--- src/rtl/ntt_job_arbiter_pkg.sv ---
//==============================================================================
// Module   : ntt_arb_pkg
// Brief    : Shared state encoding, address-width helper and defaults for
//            the ntt_job_arbiter slice.
// Revision : 1.0 - initial release
//==============================================================================
`default_nettype none

package ntt_arb_pkg;

    typedef enum logic [2:0] {
        ST_IDLE  = 3'd0,
        ST_GRANT = 3'd1,
        ST_RUN   = 3'd2,
        ST_DONE  = 3'd3,
        ST_GAP   = 3'd4
    } arb_state_t;

    localparam int c_TIMEOUT_CYCLES = 4096;

    // Wrapper address buses are never narrower than 10 bits.
    function automatic int ntt_aw(input int logn);
        return ((logn < 9) ? 9 : logn) + 1;
    endfunction

endpackage

`default_nettype wire

--- src/rtl/ntt_job_arbiter_if.sv ---
//==============================================================================
// Module   : ntt_req_if / ntt_core_if
// Brief    : Requester job+memory bundle and shared NTT wrapper bundle.
// Revision : 1.0 - initial release
//==============================================================================
`default_nettype none

interface ntt_req_if #(
    parameter int LOGQ = 64,
    parameter int AW   = 10
);
    logic            valid;
    logic            intt;
    logic            btf_gs;
    logic            ready;
    logic            done;
    logic [AW-1:0]   rd_addr;
    logic [AW-1:0]   wr_addr;
    logic            wea;
    logic [LOGQ-1:0] dout0;
    logic [LOGQ-1:0] dout1;
    logic [LOGQ-1:0] din0;
    logic [LOGQ-1:0] din1;

    // master = job source / coefficient memory, slave = arbiter
    modport master (
        output valid, intt, btf_gs, din0, din1,
        input  ready, done, rd_addr, wr_addr, wea, dout0, dout1
    );
    modport slave (
        input  valid, intt, btf_gs, din0, din1,
        output ready, done, rd_addr, wr_addr, wea, dout0, dout1
    );
endinterface

interface ntt_core_if #(
    parameter int LOGQ = 64,
    parameter int AW   = 10
);
    logic            start;
    logic            intt;
    logic            btf_gs;
    logic [AW-1:0]   read_address;
    logic [AW-1:0]   write_address;
    logic            wea;
    logic [LOGQ-1:0] din0;
    logic [LOGQ-1:0] din1;
    logic [LOGQ-1:0] dout0;
    logic [LOGQ-1:0] dout1;
    logic            finish;

    // master = arbiter, slave = ntt_memory_wrapper
    modport master (
        output start, intt, btf_gs, din0, din1,
        input  read_address, write_address, wea, dout0, dout1, finish
    );
    modport slave (
        input  start, intt, btf_gs, din0, din1,
        output read_address, write_address, wea, dout0, dout1, finish
    );
endinterface

`default_nettype wire

--- src/rtl/ntt_job_arbiter_rr2.sv ---
//==============================================================================
// Module   : ntt_arb_rr2
// Brief    : Two-way round-robin picker; a tie goes to the requester that
//            did not own the previous job.
// Revision : 1.0 - initial release
//==============================================================================
`default_nettype none

module ntt_arb_rr2 (
    input  logic [1:0] i_valid,
    input  logic       i_last,
    output logic       o_grant,
    output logic       o_any
);

    always_comb begin
        o_any   = |i_valid;
        o_grant = 1'b0;
        case (i_valid)
            2'b10:   o_grant = 1'b1;
            2'b11:   o_grant = ~i_last;
            default: o_grant = 1'b0;
        endcase
    end

endmodule

`default_nettype wire

--- src/rtl/ntt_job_arbiter.sv ---
//==============================================================================
// Module   : ntt_job_arbiter
// Brief    : Shares one NTT memory wrapper between two job requesters and
//            steers the wrapper memory buses to the owner's memory.
//            Optional watchdog: define NTT_ARB_TIMEOUT_EN.
// Revision : 1.0 - initial release
//==============================================================================
`default_nettype none

module ntt_job_arbiter
    import ntt_arb_pkg::*;
#(
    parameter int LOGQ           = 64,
    parameter int LOGN           = 4,
    parameter int AW             = ntt_aw(LOGN),
    parameter int TIMEOUT_CYCLES = c_TIMEOUT_CYCLES
) (
    input  logic       clk,
    input  logic       rst,
    ntt_req_if.slave   req0,
    ntt_req_if.slave   req1,
    ntt_core_if.master ntt,
    output logic       busy,
    output logic       owner,
    output logic       err
);

    localparam logic [AW-1:0]   c_ADDR_ZERO = '0;
    localparam logic [LOGQ-1:0] c_DATA_ZERO = '0;

    arb_state_t state_q, state_d;
    logic owner_q, owner_d;
    logic last_q, last_d;
    logic intt_q, intt_d;
    logic btf_q, btf_d;
    logic start_q, start_d;
    logic fin_q, fin_d;
    logic err_q, err_d;
    logic w_pick, w_any, w_fin_edge, w_timeout;

    ntt_arb_rr2 u_rr2 (
        .i_valid ({req1.valid, req0.valid}),
        .i_last  (last_q),
        .o_grant (w_pick),
        .o_any   (w_any)
    );

    // A finish that is already high when RUN starts produces no edge here.
    assign w_fin_edge = ntt.finish & ~fin_q;

`ifdef NTT_ARB_TIMEOUT_EN
    localparam int c_CW = $clog2(TIMEOUT_CYCLES + 1);
    logic [c_CW-1:0] cnt_q, cnt_d;

    always_comb begin
        cnt_d = cnt_q;
        if (state_q == ST_GRANT) begin
            cnt_d = '0;
        end else if (state_q == ST_RUN) begin
            cnt_d = cnt_q + c_CW'(1);
        end
    end

    assign w_timeout = (state_q == ST_RUN) && (cnt_d == c_CW'(TIMEOUT_CYCLES));

    always_ff @(posedge clk or negedge rst) begin
        if (!rst) begin
            cnt_q <= '0;
        end else begin
            cnt_q <= cnt_d;
        end
    end
`else
    wire unused_timeout_cycles = (TIMEOUT_CYCLES == 0);
    assign w_timeout = 1'b0;
`endif

    always_comb begin
        state_d = state_q;
        owner_d = owner_q;
        last_d  = last_q;
        intt_d  = intt_q;
        btf_d   = btf_q;
        start_d = 1'b0;
        err_d   = 1'b0;
        fin_d   = ntt.finish;
        case (state_q)
            ST_IDLE: begin
                if (w_any) begin
                    owner_d = w_pick;
                    state_d = ST_GRANT;
                end
            end
            ST_GRANT: begin
                intt_d  = owner_q ? req1.intt   : req0.intt;
                btf_d   = owner_q ? req1.btf_gs : req0.btf_gs;
                last_d  = owner_q;
                start_d = 1'b1;
                state_d = ST_RUN;
            end
            ST_RUN: begin
                if (w_fin_edge) begin
                    state_d = ST_DONE;
                end else if (w_timeout) begin
                    err_d   = 1'b1;
                    state_d = ST_DONE;
                end else begin
                    start_d = 1'b1;
                end
            end
            ST_DONE: state_d = ST_GAP;
            ST_GAP:  state_d = ST_IDLE;
            default: state_d = ST_IDLE;
        endcase
    end

    always_ff @(posedge clk or negedge rst) begin
        if (!rst) begin
            state_q <= ST_IDLE;
            owner_q <= 1'b0;
            last_q  <= 1'b1;
            intt_q  <= 1'b0;
            btf_q   <= 1'b0;
            start_q <= 1'b0;
            fin_q   <= 1'b0;
            err_q   <= 1'b0;
        end else begin
            state_q <= state_d;
            owner_q <= owner_d;
            last_q  <= last_d;
            intt_q  <= intt_d;
            btf_q   <= btf_d;
            start_q <= start_d;
            fin_q   <= fin_d;
            err_q   <= err_d;
        end
    end

    assign busy       = (state_q != ST_IDLE);
    assign owner      = owner_q;
    assign err        = err_q;
    assign ntt.start  = start_q;
    assign ntt.intt   = intt_q;
    assign ntt.btf_gs = btf_q;
    assign req0.ready = (state_q == ST_GRANT) && !owner_q;
    assign req1.ready = (state_q == ST_GRANT) &&  owner_q;
    assign req0.done  = (state_q == ST_DONE)  && !owner_q;
    assign req1.done  = (state_q == ST_DONE)  &&  owner_q;

    // Routing follows the owner from GRANT through GAP so trailing writes land.
    always_comb begin
        req0.rd_addr = c_ADDR_ZERO;
        req0.wr_addr = c_ADDR_ZERO;
        req0.wea     = 1'b0;
        req0.dout0   = c_DATA_ZERO;
        req0.dout1   = c_DATA_ZERO;
        req1.rd_addr = c_ADDR_ZERO;
        req1.wr_addr = c_ADDR_ZERO;
        req1.wea     = 1'b0;
        req1.dout0   = c_DATA_ZERO;
        req1.dout1   = c_DATA_ZERO;
        ntt.din0     = c_DATA_ZERO;
        ntt.din1     = c_DATA_ZERO;
        if (busy) begin
            if (owner_q) begin
                req1.rd_addr = ntt.read_address;
                req1.wr_addr = ntt.write_address;
                req1.wea     = ntt.wea;
                req1.dout0   = ntt.dout0;
                req1.dout1   = ntt.dout1;
                ntt.din0     = req1.din0;
                ntt.din1     = req1.din1;
            end else begin
                req0.rd_addr = ntt.read_address;
                req0.wr_addr = ntt.write_address;
                req0.wea     = ntt.wea;
                req0.dout0   = ntt.dout0;
                req0.dout1   = ntt.dout1;
                ntt.din0     = req0.din0;
                ntt.din1     = req0.din1;
            end
        end
    end

endmodule

`default_nettype wire

--- src/flat_wrapper.sv ---
// flat-port wrapper written by rule: the top's interface ports become plain ports
module ntt_job_arbiter_flat import ntt_arb_pkg::*;
#(
    parameter int LOGQ           = 64,
    parameter int LOGN           = 4,
    parameter int AW             = ntt_aw(LOGN),
    parameter int TIMEOUT_CYCLES = c_TIMEOUT_CYCLES
)
  (clk, rst, busy, owner, err, req0_valid, req0_intt, req0_btf_gs, req0_din0, req0_din1, req0_ready, req0_done, req0_rd_addr, req0_wr_addr, req0_wea, req0_dout0, req0_dout1, req1_valid, req1_intt, req1_btf_gs, req1_din0, req1_din1, req1_ready, req1_done, req1_rd_addr, req1_wr_addr, req1_wea, req1_dout0, req1_dout1, ntt_start, ntt_intt, ntt_btf_gs, ntt_din0, ntt_din1, ntt_read_address, ntt_write_address, ntt_wea, ntt_dout0, ntt_dout1, ntt_finish);
  ntt_req_if #(.LOGQ(LOGQ), .AW(AW)) req0_i ();
  ntt_req_if #(.LOGQ(LOGQ), .AW(AW)) req1_i ();
  ntt_core_if #(.LOGQ(LOGQ), .AW(AW)) ntt_i ();
  input  logic clk;
  input  logic rst;
  output logic busy;
  output logic owner;
  output logic err;
  input wire logic [$bits(req0_i.valid)-1:0] req0_valid;
  input wire logic [$bits(req0_i.intt)-1:0] req0_intt;
  input wire logic [$bits(req0_i.btf_gs)-1:0] req0_btf_gs;
  input wire logic [$bits(req0_i.din0)-1:0] req0_din0;
  input wire logic [$bits(req0_i.din1)-1:0] req0_din1;
  output wire logic [$bits(req0_i.ready)-1:0] req0_ready;
  output wire logic [$bits(req0_i.done)-1:0] req0_done;
  output wire logic [$bits(req0_i.rd_addr)-1:0] req0_rd_addr;
  output wire logic [$bits(req0_i.wr_addr)-1:0] req0_wr_addr;
  output wire logic [$bits(req0_i.wea)-1:0] req0_wea;
  output wire logic [$bits(req0_i.dout0)-1:0] req0_dout0;
  output wire logic [$bits(req0_i.dout1)-1:0] req0_dout1;
  input wire logic [$bits(req1_i.valid)-1:0] req1_valid;
  input wire logic [$bits(req1_i.intt)-1:0] req1_intt;
  input wire logic [$bits(req1_i.btf_gs)-1:0] req1_btf_gs;
  input wire logic [$bits(req1_i.din0)-1:0] req1_din0;
  input wire logic [$bits(req1_i.din1)-1:0] req1_din1;
  output wire logic [$bits(req1_i.ready)-1:0] req1_ready;
  output wire logic [$bits(req1_i.done)-1:0] req1_done;
  output wire logic [$bits(req1_i.rd_addr)-1:0] req1_rd_addr;
  output wire logic [$bits(req1_i.wr_addr)-1:0] req1_wr_addr;
  output wire logic [$bits(req1_i.wea)-1:0] req1_wea;
  output wire logic [$bits(req1_i.dout0)-1:0] req1_dout0;
  output wire logic [$bits(req1_i.dout1)-1:0] req1_dout1;
  output wire logic [$bits(ntt_i.start)-1:0] ntt_start;
  output wire logic [$bits(ntt_i.intt)-1:0] ntt_intt;
  output wire logic [$bits(ntt_i.btf_gs)-1:0] ntt_btf_gs;
  output wire logic [$bits(ntt_i.din0)-1:0] ntt_din0;
  output wire logic [$bits(ntt_i.din1)-1:0] ntt_din1;
  input wire logic [$bits(ntt_i.read_address)-1:0] ntt_read_address;
  input wire logic [$bits(ntt_i.write_address)-1:0] ntt_write_address;
  input wire logic [$bits(ntt_i.wea)-1:0] ntt_wea;
  input wire logic [$bits(ntt_i.dout0)-1:0] ntt_dout0;
  input wire logic [$bits(ntt_i.dout1)-1:0] ntt_dout1;
  input wire logic [$bits(ntt_i.finish)-1:0] ntt_finish;
  assign req0_i.valid = req0_valid;
  assign req0_i.intt = req0_intt;
  assign req0_i.btf_gs = req0_btf_gs;
  assign req0_i.din0 = req0_din0;
  assign req0_i.din1 = req0_din1;
  assign req0_ready = req0_i.ready;
  assign req0_done = req0_i.done;
  assign req0_rd_addr = req0_i.rd_addr;
  assign req0_wr_addr = req0_i.wr_addr;
  assign req0_wea = req0_i.wea;
  assign req0_dout0 = req0_i.dout0;
  assign req0_dout1 = req0_i.dout1;
  assign req1_i.valid = req1_valid;
  assign req1_i.intt = req1_intt;
  assign req1_i.btf_gs = req1_btf_gs;
  assign req1_i.din0 = req1_din0;
  assign req1_i.din1 = req1_din1;
  assign req1_ready = req1_i.ready;
  assign req1_done = req1_i.done;
  assign req1_rd_addr = req1_i.rd_addr;
  assign req1_wr_addr = req1_i.wr_addr;
  assign req1_wea = req1_i.wea;
  assign req1_dout0 = req1_i.dout0;
  assign req1_dout1 = req1_i.dout1;
  assign ntt_start = ntt_i.start;
  assign ntt_intt = ntt_i.intt;
  assign ntt_btf_gs = ntt_i.btf_gs;
  assign ntt_din0 = ntt_i.din0;
  assign ntt_din1 = ntt_i.din1;
  assign ntt_i.read_address = ntt_read_address;
  assign ntt_i.write_address = ntt_write_address;
  assign ntt_i.wea = ntt_wea;
  assign ntt_i.dout0 = ntt_dout0;
  assign ntt_i.dout1 = ntt_dout1;
  assign ntt_i.finish = ntt_finish;
  ntt_job_arbiter #(.LOGQ(LOGQ), .LOGN(LOGN), .AW(AW), .TIMEOUT_CYCLES(TIMEOUT_CYCLES)) u_core (.clk(clk), .rst(rst), .req0(req0_i), .req1(req1_i), .ntt(ntt_i), .busy(busy), .owner(owner), .err(err));
endmodule
--- config.mk ---
export PLATFORM = sky130hd
export DESIGN_NAME = ntt_job_arbiter_flat
export DESIGN_NICKNAME = d
export VERILOG_FILES = /design/src/rtl/ntt_job_arbiter_pkg.sv /design/src/rtl/ntt_job_arbiter_if.sv /design/src/rtl/ntt_job_arbiter_rr2.sv /design/src/rtl/ntt_job_arbiter.sv /design/src/flat_wrapper.sv
export SDC_FILE = /design/constraint.sdc
export NUM_CORES = 1
export LEC_CHECK = 0
export BUFFER_PORTS_ARGS = -buffer_cell sky130_fd_sc_hd__buf_2
export CORE_AREA = 2 2 326 328
export DETAILED_ROUTE_END_ITERATION = 8
export DIE_AREA = 0 0 328 330
export PLACE_DENSITY = 0.33
export SLEW_MARGIN = 0
export SYNTH_ARGS = -nofsm -noshare
export SYNTH_HDL_FRONTEND = slang
export SYNTH_HIERARCHICAL = 1
export SYNTH_SLANG_ARGS = --single-unit
export TNS_END_PERCENT = 100
--- constraint.sdc ---
create_clock -name clk -period 1.5 [get_ports clk]
set_clock_uncertainty 0.15 [all_clocks]
set_input_delay 0 -clock clk [delete_from_list [all_inputs] [get_ports clk]]
set_output_delay 0 -clock clk [all_outputs]
set_load 0.02 [all_outputs]
==> results.sh <==
export IMPL_status="finished, violations left"
export IMPL_violations="negative setup slack"
export IMPL_antenna_found_initial=84
export IMPL_rsz0062_at_grt="true"
export IMPL_yosys_warnings=6
export IMPL_slew_viol_final=0
export IMPL_critical_path_arrival_ns=1.74
export IMPL_antenna_left=0
export IMPL_setup_slack_ns=-0.387
export IMPL_via_per_inst=2.99
export IMPL_syn_cell_area_mm2=0.00442
export IMPL_dp_worst_setup_slack_ns=-0.196
export IMPL_synth_seq_cells=9
export IMPL_route_detailed_drc=0
export IMPL_syn2layout_area_growth_pct=179
export IMPL_crit_path_start_kind="flip-flop"
export IMPL_wirelength_mm=69.3
export IMPL_fin_util=0.118
export IMPL_power_density_mw_per_mm2=2190
export IMPL_cp_buffers_inverters=4
export IMPL_setup_violations_final=434
export IMPL_maxCapViolations=0
export IMPL_cp_slowest_cell="dfrtp_1"
export IMPL_overflow=0
export IMPL_core_area_mm2=0.105
export IMPL_holdCritPathClass="in2async"
export IMPL_rows=119
export IMPL_endpoint_kind="output port"
export IMPL_layout_drive_gt1_share=0.736
export IMPL_insertion_delay_ns=0.24
export IMPL_cts_buffers=3
export IMPL_period_share=1.26
export IMPL_drt_iter0_markers=384
export IMPL_grt_use_total=0.119
export IMPL_dieArea_mm2=0.108
export IMPL_die_w_um=328
export IMPL_min_period_ns=1.89
export IMPL_num_vias=8790
export IMPL_irDropWorstVdd_mv=0.845
export IMPL_reg2reg_setup_slack_ns=-0.18
export IMPL_reg2reg_from="u_core/state_q[0]"
export IMPL_wl_per_cell_um=23.6
export IMPL_syn_avg_cell_area_um2=6.57
export IMPL_timing_rr_end="u_core/owner"
export IMPL_layout_nets=1947
export IMPL_grt_pass1_vias=8168
export IMPL_critPathMaxStageDelay_ns=0.39
export IMPL_timing_fmax_mhz=530
export IMPL_start_util=0.0423
export IMPL_grt_pass1_wl_mm=84.0
export IMPL_synthesis_nets=1087
export IMPL_p_leak_nw=6.70
export IMPL_portBuffers=848
export IMPL_io_pins=850
export IMPL_crit_path_max_fanout=27
export IMPL_crit_type="reg2out"
export IMPL_path_delay_family="buffers and inverters"
export IMPL_syn_inst=673
export IMPL_hpwl_mm=63.8
export IMPL_hold_worst_slack_ns=0.0722
export IMPL_grt_max_degree=74
export IMPL_firstDrtPassIters=4
export IMPL_hold_viol=0
export IMPL_r2r_cells=8
export IMPL_clock_root_buffer="clkbuf_16"
export IMPL_ys_seq_area_frac=0.0512
export IMPL_cts_reportedPaths_clkPinSlew_ns=0.04
export IMPL_clockBufferDepth=2
export IMPL_numClockSinks=9
export IMPL_gp_congestion=0.870
export IMPL_critical_path_cell_chain="nor3_4 > buf_6 > nor2_4 > buf_12 > clkbuf_16 > and2_1 > buf_2"
export IMPL_synthDistinctLibCells=26
export IMPL_totalNegativeSetupSlack_ns=-130.81
export IMPL_die_h_um=330
export IMPL_htreeDepth=1
export IMPL_crit_required_ns=1.35
export IMPL_tritoncts="done"
==> worst register-to-register path, cell delays in order (launching register included) <==
cell,delay [ns]
dfrtp_1,0.39
nor3_4,0.21
buf_6,0.14
buf_6,0.12
inv_12,0.06
buf_12,0.17
buf_4,0.16
o21ai_1,0.11
nand2_1,0.06
==> state kept, by name, summed over array words and instances, names as in the netlist <==
| register | flops |
|---|---|
| u_core/ntt.btf_gs | 1 |
| u_core/ntt.intt | 1 |
| u_core/state_q | 3 |
| u_core/owner | 1 |
| u_core/last_q | 1 |
| u_core/ntt.start | 1 |
| u_core/fin_q | 1 |
==> layer usage <==
| layer | part of all wire | up-vias | global-route usage |
|---|---|---|---|
| met1 | 0.42 | 4001 | 0.154 |
| met4 | 0.022 | 20 | 0.0200 |
| met5 | 0.0020 | - | 0 |
| met2 | 0.46 | 653 | 0.195 |
| met3 | 0.099 | 120 | 0.0351 |
| li1 | - | 3996 | - |
==> worst max path at each step <==
stage	start	slack (ns)	to	depth (start not counted)
global placement	u_core/state_q[0]	-0.17	req1_rd_addr[5]	6
floorplan	u_core/owner	-0.02	ntt_din0[10]	5
detailed placement	u_core/owner	-0.20	u_core/ntt.btf_gs	5
global route	u_core/state_q[0]	-0.45	req0_dout1[62]	7
CTS	u_core/state_q[0]	-0.38	req0_dout1[33]	7
finish	u_core/state_q[0]	-0.39	req0_dout1[62]	7
==> synth_stat cells <==
master	n	area, um2
a21oi_1	4	20.0
and3b_1	1	8.76
mux2_2	2	22.5
nor3b_2	1	12.5
nor3_1	1	5.00
dfstp_2	1	26.3
conb_1	1	3.75
nor2b_1	2	12.5
dfrtp_1	8	200
buf_4	1	7.51
or2_1	1	6.26
and2_1	151	945
nor3_4	1	16.3
clkbuf_1	28	105
nand3_1	1	5.00
inv_2	1	3.75
inv_1	1	3.75
a21boi_1	1	7.51
o21ai_1	1	5.00
nor2_1	130	488
mux2i_1	130	1300
nand2b_1	4	25.0
nor2_2	1	6.26
nand2_1	1	3.75
buf_2	50	250
and3_1	149	932
==> report_power, final <==
part           internal [mW]  switching, mW  total, mW
clock network          0.356          0.120      0.475
logic                   10.7           15.4       26.0
registers              0.363         0.0902      0.453
total                   11.4           15.6       26.9
==> cell families after synthesis <==
group	synth area share
other cells	0.000848
mux	0.299
simple gates	0.558
compound gates	0.00735
flops	0.0512
buf+inv	0.0837
==> metrics by stage <==
step                      cell area [um2]  total power [mW]  std cells
after detailed placement            11100              24.0       2899
after global routing                12300              28.6       2931
final                               12300              26.9       2942
after CTS                           12000              26.6       2921
after global placement              11100              24.1       2899
after floorplan                      4720              14.4        673
==> layout make-up <==
type / count / area [um2]
Sequential cell: 9 / 230
Timing Repair Buffer: 934 / 5830
Antenna cell: 19 / 47.5
Inverter: 2 / 20.0
Clock buffer: 4 / 78.8
Multi-Input combinational cell: 583 / 4380
Tap cell: 1391 / 1740
Fill cell: 12260 / 92300
==> placed cells by master, fill, tap and decap left out, types with 3 or more instances in the layout <==
master	instances
clkbuf_16	5
diode_2	19
and3_4	41
buf_2	747
mux2i_2	3
and2_1	140
and3_2	31
nor2_2	101
buf_8	4
nand2b_1	4
dlygate4sd3_1	6
mux2i_1	126
nor2_1	29
buf_4	87
and2_4	11
buf_12	19
dfrtp_1	7
a21oi_1	4
buf_16	4
buf_6	63
and3_1	77
==> repair_timing <==
| item | CTS | global route |
|---|---|---|
| gates resized for setup | 178 | 63 |
| buffers inserted | 8 | 0 |
| endpoints found under the setup margin | 434 | 434 |
| endpoints found under the hold margin | 13 | 0 |
| pin swaps | 2 | 1 |
| cloned | 4 | 2 |
| hold buffers | 6 | 0 |
(Power assumes the default switching activity.)
